===== src/rtl/b06_pkg.sv =====
`default_nettype none
// ============================================================================
//  Module      : b06_pkg
//  Description : Shared encodings for the b06 interrupt-handler controller:
//                state enum, cc_mux codes, uscite codes, output bundle type
//                and the reset output constants.
//  Revision    : 1.0 - initial release
// ============================================================================
package b06_pkg;

  // Width of the state register; the controller checks its parameter against this.
  localparam int STATE_BITS = 3;

  // Controller states. Encoding 3'b111 is deliberately unused (illegal).
  typedef enum logic [STATE_BITS-1:0] {
    ST_INIT   = 3'b000,
    ST_WAIT   = 3'b001,
    ST_ENIN   = 3'b010,
    ST_ENIN_W = 3'b011,
    ST_INTR   = 3'b100,
    ST_INTR_1 = 3'b101,
    ST_INTR_W = 3'b110
  } state_e;

  // Counter mux select codes.
  localparam logic [1:0] CC_IDLE = 2'b00;
  localparam logic [1:0] CC_RUN  = 2'b01;
  localparam logic [1:0] CC_INT  = 2'b10;
  localparam logic [1:0] CC_CONT = 2'b11;

  // Handler result codes (2'b10 is never produced).
  localparam logic [1:0] US_NONE = 2'b00;
  localparam logic [1:0] US_INT  = 2'b01;
  localparam logic [1:0] US_RET  = 2'b11;

  // The six registered output bits, kept together so they share one register bank.
  typedef struct packed {
    logic [1:0] us;
    logic [1:0] cc;
    logic       en;
    logic       ack;
  } outs_t;

  // Output value sets that appear in the transition table.
  localparam outs_t OUT_RESET     = '{us: US_NONE, cc: CC_IDLE, en: 1'b0, ack: 1'b0};
  localparam outs_t OUT_RUN       = '{us: US_NONE, cc: CC_RUN,  en: 1'b1, ack: 1'b0};
  localparam outs_t OUT_RUN_ACK   = '{us: US_NONE, cc: CC_RUN,  en: 1'b1, ack: 1'b1};
  localparam outs_t OUT_INT_ENTRY = '{us: US_INT,  cc: CC_INT,  en: 1'b0, ack: 1'b1};
  localparam outs_t OUT_INT_RET   = '{us: US_RET,  cc: CC_RUN,  en: 1'b1, ack: 1'b0};

  // Interrupt-service outputs: cc follows the continuation flag.
  function automatic outs_t int_svc_outs(input logic cont_eql);
    outs_t o;
    o.us  = US_NONE;
    o.cc  = cont_eql ? CC_CONT : CC_RUN;
    o.en  = 1'b0;
    o.ack = 1'b1;
    return o;
  endfunction

endpackage
`default_nettype wire


===== src/rtl/b06_state_ctrl_if.sv =====
`default_nettype none
// ============================================================================
//  Module      : b06_state_ctrl_if
//  Description : Handshake bundle between the b06 state controller and the
//                counter datapath / combinational stage.
//  Revision    : 1.0 - initial release
// ============================================================================
interface b06_state_ctrl_if;

  logic       eql_pad;
  logic       cont_eql_pad;
  logic [2:0] state_q;
  logic [1:0] cc_mux_pad;
  logic [1:0] uscite_pad;
  logic       enable_count_pad;
  logic       ackout_pad;

  // Datapath side: drives the comparator flags, observes state and outputs.
  modport master (
    output eql_pad,
    output cont_eql_pad,
    input  state_q,
    input  cc_mux_pad,
    input  uscite_pad,
    input  enable_count_pad,
    input  ackout_pad
  );

  // Controller side.
  modport slave (
    input  eql_pad,
    input  cont_eql_pad,
    output state_q,
    output cc_mux_pad,
    output uscite_pad,
    output enable_count_pad,
    output ackout_pad
  );

endinterface
`default_nettype wire


===== src/rtl/b06_out_reg.sv =====
`default_nettype none
// ============================================================================
//  Module      : b06_out_reg
//  Description : Register bank for the controller outputs with asynchronous,
//                active-low clear to a parameterised reset value.
//  Revision    : 1.0 - initial release
// ============================================================================
module b06_out_reg #(
  parameter int               WIDTH     = 6,
  parameter logic [WIDTH-1:0] RESET_VAL = '0
) (
  input  logic             clk,
  input  logic             rst_n,
  input  logic [WIDTH-1:0] out_d,
  output logic [WIDTH-1:0] out_q
);

  // Output bank: cleared the moment reset asserts, otherwise loads every edge.
  always_ff @(posedge clk or negedge rst_n) begin
    if (!rst_n) begin
      out_q <= RESET_VAL;
    end else begin
      out_q <= out_d;
    end
  end

endmodule
`default_nettype wire


===== src/rtl/b06_state_ctrl.sv =====
`default_nettype none
// ============================================================================
//  Module      : b06_state_ctrl
//  Description : Sequential half of the b06 interrupt-handler controller.
//                Holds the state register and the registered Mealy outputs;
//                the single clocked boundary for eql/cont_eql handshaking.
//  Revision    : 1.0 - initial release
// ============================================================================
module b06_state_ctrl
  import b06_pkg::*;
#(
  parameter int         STATE_W     = 3,
  parameter logic [2:0] RESET_STATE = 3'b000,
  parameter bit         ILLEGAL_RCV = 1'b1
) (
  input  logic            clock_pad,
  input  logic            reset_n_pad,
  b06_state_ctrl_if.slave bus
);

  // The encoding is fixed by the package; any other width is a build error.
  generate
    if (STATE_W != STATE_BITS) begin : g_state_w_bad
      $error("b06_state_ctrl: STATE_W must be %0d", STATE_BITS);
    end
  endgenerate

  state_e state_q;
  state_e state_d;
  outs_t  out_d;
  outs_t  out_q;

  // State register: async clear to the reset state, sync release.
  always_ff @(posedge clock_pad or negedge reset_n_pad) begin
    if (!reset_n_pad) begin
      state_q <= state_e'(RESET_STATE);
    end else begin
      state_q <= state_d;
    end
  end

  // Next state and next registered outputs from the current state and the
  // flags sampled on this edge; outputs land together with the new state.
  always_comb begin
    state_d = state_q;
    out_d   = OUT_RESET;
    case (state_q)
      ST_INIT: begin
        state_d = ST_WAIT;
        out_d   = OUT_RUN;
      end
      ST_WAIT: begin
        if (bus.eql_pad) begin
          state_d = ST_ENIN;
          out_d   = OUT_RUN;
        end else begin
          state_d = ST_INTR_1;
          out_d   = OUT_INT_ENTRY;
        end
      end
      ST_ENIN, ST_ENIN_W: begin
        if (bus.eql_pad) begin
          state_d = ST_ENIN_W;
          out_d   = OUT_RUN_ACK;
        end else begin
          state_d = ST_INTR_1;
          out_d   = OUT_INT_ENTRY;
        end
      end
      ST_INTR_1: begin
        if (bus.eql_pad) begin
          state_d = ST_INTR;
          out_d   = int_svc_outs(bus.cont_eql_pad);
        end else begin
          state_d = ST_WAIT;
          out_d   = OUT_INT_RET;
        end
      end
      ST_INTR, ST_INTR_W: begin
        if (bus.eql_pad) begin
          state_d = ST_INTR_W;
          out_d   = int_svc_outs(bus.cont_eql_pad);
        end else begin
          state_d = ST_WAIT;
          out_d   = OUT_RUN;
        end
      end
      default: begin
        // Illegal encoding: outputs stay at reset values; optionally park.
        state_d = ILLEGAL_RCV ? ST_INIT : state_q;
        out_d   = OUT_RESET;
      end
    endcase
  end

  b06_out_reg #(
    .WIDTH     ($bits(outs_t)),
    .RESET_VAL (OUT_RESET)
  ) u_out_reg (
    .clk   (clock_pad),
    .rst_n (reset_n_pad),
    .out_d (out_d),
    .out_q (out_q)
  );

  assign bus.state_q          = state_q;
  assign bus.cc_mux_pad       = out_q.cc;
  assign bus.uscite_pad       = out_q.us;
  assign bus.enable_count_pad = out_q.en;
  assign bus.ackout_pad       = out_q.ack;

endmodule
`default_nettype wire


===== src/flat_wrapper.sv =====
// flat-port wrapper written by rule: the top's interface ports become plain ports
module b06_state_ctrl_flat import b06_pkg::*;
#(
  parameter int         STATE_W     = 3,
  parameter logic [2:0] RESET_STATE = 3'b000,
  parameter bit         ILLEGAL_RCV = 1'b1
)
  (clock_pad, reset_n_pad, bus_eql_pad, bus_cont_eql_pad, bus_state_q, bus_cc_mux_pad, bus_uscite_pad, bus_enable_count_pad, bus_ackout_pad);
  b06_state_ctrl_if bus_i ();
  input  logic clock_pad;
  input  logic reset_n_pad;
  input wire logic [$bits(bus_i.eql_pad)-1:0] bus_eql_pad;
  input wire logic [$bits(bus_i.cont_eql_pad)-1:0] bus_cont_eql_pad;
  output wire logic [$bits(bus_i.state_q)-1:0] bus_state_q;
  output wire logic [$bits(bus_i.cc_mux_pad)-1:0] bus_cc_mux_pad;
  output wire logic [$bits(bus_i.uscite_pad)-1:0] bus_uscite_pad;
  output wire logic [$bits(bus_i.enable_count_pad)-1:0] bus_enable_count_pad;
  output wire logic [$bits(bus_i.ackout_pad)-1:0] bus_ackout_pad;
  assign bus_i.eql_pad = bus_eql_pad;
  assign bus_i.cont_eql_pad = bus_cont_eql_pad;
  assign bus_state_q = bus_i.state_q;
  assign bus_cc_mux_pad = bus_i.cc_mux_pad;
  assign bus_uscite_pad = bus_i.uscite_pad;
  assign bus_enable_count_pad = bus_i.enable_count_pad;
  assign bus_ackout_pad = bus_i.ackout_pad;
  b06_state_ctrl #(.STATE_W(STATE_W), .RESET_STATE(RESET_STATE), .ILLEGAL_RCV(ILLEGAL_RCV)) u_core (.clock_pad(clock_pad), .reset_n_pad(reset_n_pad), .bus(bus_i));
endmodule

===== config.mk =====
export PLATFORM = sky130hd
export DESIGN_NAME = b06_state_ctrl_flat
export DESIGN_NICKNAME = d
export VERILOG_FILES = /design/src/rtl/b06_pkg.sv /design/src/rtl/b06_state_ctrl_if.sv /design/src/rtl/b06_out_reg.sv /design/src/rtl/b06_state_ctrl.sv /design/src/flat_wrapper.sv
export SDC_FILE = /design/constraint.sdc
export NUM_CORES = 1
export LEC_CHECK = 0
export ABC_AREA = 1
export BUFFER_PORTS_ARGS = -buffer_cell sky130_fd_sc_hd__buf_2
export CAP_MARGIN = 20
export CORE_AREA = 2 2 39 41
export DETAILED_ROUTE_END_ITERATION = 10
export DIE_AREA = 0 0 41 43
export GPL_ROUTABILITY_DRIVEN = 1
export SYNTH_ARGS = -nofsm -noshare
export SYNTH_HDL_FRONTEND = slang
export SYNTH_SLANG_ARGS = --single-unit

===== constraint.sdc =====
create_clock -name clock_pad -period 2.2 [get_ports clock_pad]
set_input_delay 0.11 -clock clock_pad [delete_from_list [all_inputs] [get_ports clock_pad]]
set_output_delay 0.11 -clock clock_pad [all_outputs]
set_load 0.01 [all_outputs]

Yosys cells after proc, flatten, opt, wreduce, memory -nomap -nowiden

Cells that the tools add are included.

$add $sub $neg: 0
$mul: 0
Div/mod/pow operators: 0
Order comparisons: 0
Equal/unequal tests: 6
Shift-type cells: 0
Muxes and demuxes: 11
Bitwise operators: 0
Reductions and logical operators: 3

Operators with widths:

| cell                 | count |
|---|---|
| $pmux W6 S5          | 1 |
| $pmux W3 S5          | 1 |
| $mux W3              | 4 |
| $mux W5              | 2 |
| $eq A3 B3 Y1 const B | 3 |
| $eq A3 B2 Y1 const B | 2 |
| $mux W6              | 1 |
| $mux W4              | 1 |
| $reduce_or A2 Y1     | 2 |
| $eq A3 B1 Y1 const B | 1 |
| $logic_not A3 Y1     | 1 |
| $mux W2              | 1 |

Bits in registers: 9
Bits in latches: 0
Memory bits (writable): 0
Bits in read-only memories: 0
Logic and storage cells: 22
Memories: 0

Depth between registers and ports, before layout

Depth after elaboration: 3
Gate-level depth with buffers: 5

Cells and area by module

Synthesis repeated with hierarchy kept, for this count alone.

Cells, all modules: 39
Area, all modules: 365.4 µm²

By module, submodules not included:

| module         | instances | cells an instance | area an instance (µm²) | seq. area each (µm²) |
|---|---|---|---|---|
| b06_state_ctrl | 1         | 33                | 215.2                  | 75.1 |
| b06_out_reg    | 1         | 6                 | 150.1                  | 150.1 |

Worst setup path after synthesis

Ideal clock, no wire load.

Path type: reg-to-reg
Start: register u_core.state_q[0], in the netlist u_core.bus.state_q[0]
End: register u_core.u_out_reg.out_q[2]
Data arrival time: 0.749 ns
Required time: 2.087 ns
Slack: 1.338 ns
Stages on the path, launching flop included: 6
Buffers on the path: 0
Period minus slack after synthesis: 0.862 ns
Cell sequence: dfrtp_1 nand2_1 inv_1 nand2_1 nand2_1 inv_1

RTL lines:

| element                | RTL line             | source |
|---|---|---|
| start, declared        | b06_state_ctrl.sv:28 | `state_e state_q;` |
| start signal, assigned | b06_state_ctrl.sv:36 | `state_q <= state_e'(RESET_STATE);` |
| start signal, assigned | b06_state_ctrl.sv:38 | `state_q <= state_d;` |
| end signal, assigned   | b06_out_reg.sv:23    | `out_q <= out_d;` |
| end, declared          | b06_out_reg.sv:15    | `output logic [WIDTH-1:0] out_q` |

Worst setup path in the final report

Start: register u_core.state_q[1], in the netlist u_core.bus.state_q[1]
End: output port bus_state_q[1]

RTL lines:

| element       | RTL line           | source |
|---|---|---|
| end, declared | flat_wrapper.sv:14 | `output wire logic [$bits(bus_i.state_q)-1:0] bus_state_q;` |

No word-level cell between the ends.

==> reports/metrics.json <==
{
  "syn_to_final_growth_pct": 28.2,
  "p_per_area_mw_per_mm2": 1440,
  "worst-path-max-fanout": 6,
  "synth.area.top_cells": "sky130_fd_sc_hd__dfrtp_1 58%, sky130_fd_sc_hd__nand2_1 13%, sky130_fd_sc_hd__inv_1 4.9%",
  "wp_buf_inv": 1,
  "worst_slew_margin_rel_pct": 84.6,
  "pin_count_of_the_biggest_net_entering_global_routing": 10,
  "p_leak_nw": 0.286,
  "status": "complete, no violations",
  "die_width_um": 41,
  "fmax_mhz": 990,
  "detailed_place_hpwl_um": 568,
  "io_pins": 13,
  "clock-skew-final_ns": 0.000968,
  "syn_area_per_cell_um2": 8.79,
  "finalCriticalPeriod_ns": 1.01,
  "num_rows": 14,
  "drt_iter0_markers": 0,
  "timing.setup.tns_ns": 0,
  "final_layout_size_suffix_gt1_share_pct": 36.7,
  "synth_common_cells": "13 x sky130_fd_sc_hd__nand2_1, 9 x sky130_fd_sc_hd__dfrtp_1, 5 x sky130_fd_sc_hd__inv_1, 3 x sky130_fd_sc_hd__inv_2",
  "timing.critical_path.slowest_cell_delay_ns": 0.46,
  "post_synth_num_cell_types": 14,
  "ys_seq_area_share_pct": 58.3,
  "cts.path.max_buffers": 2,
  "antenna_found_initial": 0,
  "unrepaired_setup_endpoints_after_global_routing": "false",
  "worstSetupPathType": "register to output port",
  "route.antenna.remaining_nets": 0,
  "timing.final.crit_share_pct": 45.9,
  "route.vias.total": 328,
  "final_hold_violating_endpoints": 0,
  "required_ns": 2.09,
  "yosysTopAreaCell": "sky130_fd_sc_hd__dfrtp_1",
  "cts.root.buffer_cell": "sky130_fd_sc_hd__clkbuf_4",
  "final_layout_fill_cell_count": 149,
  "ys_async_sr_fraction_pct": 100,
  "cap_viol_max_count": 0,
  "grt_first_pass_wirelength_um": 1210,
  "post_drt_via_cell_ratio": 4.32,
  "post_synth_inst_count": 44,
  "critical_path.slowest_cell": "sky130_fd_sc_hd__dfrtp_1",
  "dieHeight_um": 43,
  "count_of_clock_tree_sinks": 9,
  "grt_util_all_layers_pct": 10.9,
  "design.core.area_mm2": 0.00138,
  "initial_utilization_pct": 27.9,
  "clkTransAtPathRegs_ns": 0.06,
  "drt-wirelength-per-cell_um": 10.4,
  "drc_errors": 0,
  "gpl.final_weighted_congestion": 0.731,
  "dp.cells": 71,
  "synth_enable_flop_cells": 0,
  "critical_path_arrival_ns": 0.90,
  "worst_setup_end_kind": "output port",
  "syn-cell-area_um2": 387,
  "cts_setup_buffers": 0,
  "insertedDiodeCount": 0,
  "grt_pass1_vias": 294,
  "clock_tree.htree_level_count": 1,
  "crit_chain": "buf_2",
  "ys_warn_count": 0,
  "synth.ff_latch_count": 9,
  "peakVddDrop_v": 0.000434,
  "ys_dominant_reg_cell": "sky130_fd_sc_hd__dfrtp_1",
  "postSynthNetCount": 48,
  "synth.most_common_cell": "sky130_fd_sc_hd__nand2_1",
  "detailedRoute.firstPassIterationCount": 1,
  "timing.critical_path.from_type": "register",
  "die-area_mm2": 0.00176,
  "layoutNonFillerInstCount": 76,
  "port_buffers": 12,
  "cts-buffers-inserted": 3,
  "final_max_slew_viol_count": 0,
  "nets": 65,
  "netlist.area_leader.share_pct": 58.3,
  "detail_route.wirelength_um": 794,
  "worst_margin_slew_ns": 0.231,
  "count_of_final_setup_violators": 0,
  "finalHoldWorstSlack_ns": 0.103,
  "clock_tree_from_tritoncts": "built",
  "hold_path.class": "primary input to register",
  "path_delay_family": "flip-flops",
  "gr-total-overflow": 0,
  "insertion_delay_ns": 0.26
}
==> sequential cells by signal, summed over array words and instances (netlist names) <==
| signal | flops |
|---|---|
| u_core.u_out_reg.out_q | 6 |
| u_core.bus.state_q | 3 |
==> logic make-up (layout without fill, tap and decap cells) <==
family,after synthesis,after routing,synth area share [%]
buffers and inverters,9,25,9.71
AOI/OAI and AO/OA,6,6,8.74
and+or+nand+nor,20,20,23.3
DFF,9,9,58.3
==> worst paths after layout <==
path / end / cells past startpoint / slack (ns) / startpoint
max reg2reg: u_core.u_out_reg.out_q[2] / 5 / 1.28 / u_core.bus.state_q[1]
max in group asynchronous: u_core.u_out_reg.out_q[5] / 2 / 1.80 / reset_n_pad
min in group asynchronous: u_core.u_out_reg.out_q[2] / 2 / 0.22 / reset_n_pad
max: bus_state_q[1] / 1 / 1.19 / u_core.bus.state_q[1]
min reg2reg: u_core.u_out_reg.out_q[2] / 3 / 0.60 / u_core.bus.state_q[2]
min: u_core.u_out_reg.out_q[3] / 3 / 0.10 / bus_cont_eql_pad
==> area by class of cell <==
class / instances / area [um2] / share of cell area, %
sequential: 9 / 225 / 45.5
timing repair buffer: 13 / 70.1 / 14.1
tap: 16 / 20.0 / 4.04
inverter: 8 / 30.0 / 6.06
clock buffer: 4 / 26.3 / 5.30
multi-input combinational: 26 / 124 / 25.0
==> per-layer routing <==
layer | vias to the layer above | wire length (um) | global-route usage (%) | share of wire, %
met5 | - | 0 | 0 | 0
met4 | 0 | 0 | 6.00 | 0
met3 | 0 | 54 | 6.28 | 6.8
met2 | 13 | 388 | 15.6 | 49
met1 | 149 | 351 | 12.2 | 44
li1 | 166 | - | - | -
==> report_power, final <==
group / internal, mW / switching (mW)
Clock: 0.0698 / 0.0566
Combinational: 0.111 / 0.184
Sequential: 0.238 / 0.0543
Total: 0.419 / 0.295
==> through the flow <==
step	util (%)	power, mW	instance area [um2]	setup slack [ns]
after global placement	33.2	0.582	459	1.30
after detailed placement	33.2	0.590	459	1.30
final	35.8	0.714	495	1.19
after CTS	35.8	0.723	495	1.20
after floorplan	-	0.478	387	1.34
after global routing	35.8	0.777	495	1.16
==> cells in the final DEF (no fill, tap or decap) <==
cell                            count
sky130_fd_sc_hd__nand2_1           13
sky130_fd_sc_hd__buf_2             12
sky130_fd_sc_hd__dfrtp_1            9
sky130_fd_sc_hd__inv_1              5
sky130_fd_sc_hd__inv_2              3
sky130_fd_sc_hd__clkbuf_4           3
sky130_fd_sc_hd__o21ai_0            2
sky130_fd_sc_hd__a21oi_1            2
sky130_fd_sc_hd__nand2_2            2
sky130_fd_sc_hd__nand3_1            2
sky130_fd_sc_hd__nor2_1             1
sky130_fd_sc_hd__o21ai_1            1
sky130_fd_sc_hd__nand3_2            1
sky130_fd_sc_hd__o21ai_2            1
sky130_fd_sc_hd__nor3_1             1
sky130_fd_sc_hd__clkbuf_1           1
sky130_fd_sc_hd__dlygate4sd3_1      1
==> repair_timing <==
| item | in CTS | in global routing |
|---|---|---|
| hold endpoints to repair | 9 | 0 |
| resized for setup | 0 | 0 |
| hold buffers | 1 | 0 |
Note: power is estimated with default switching activity, not from simulation.
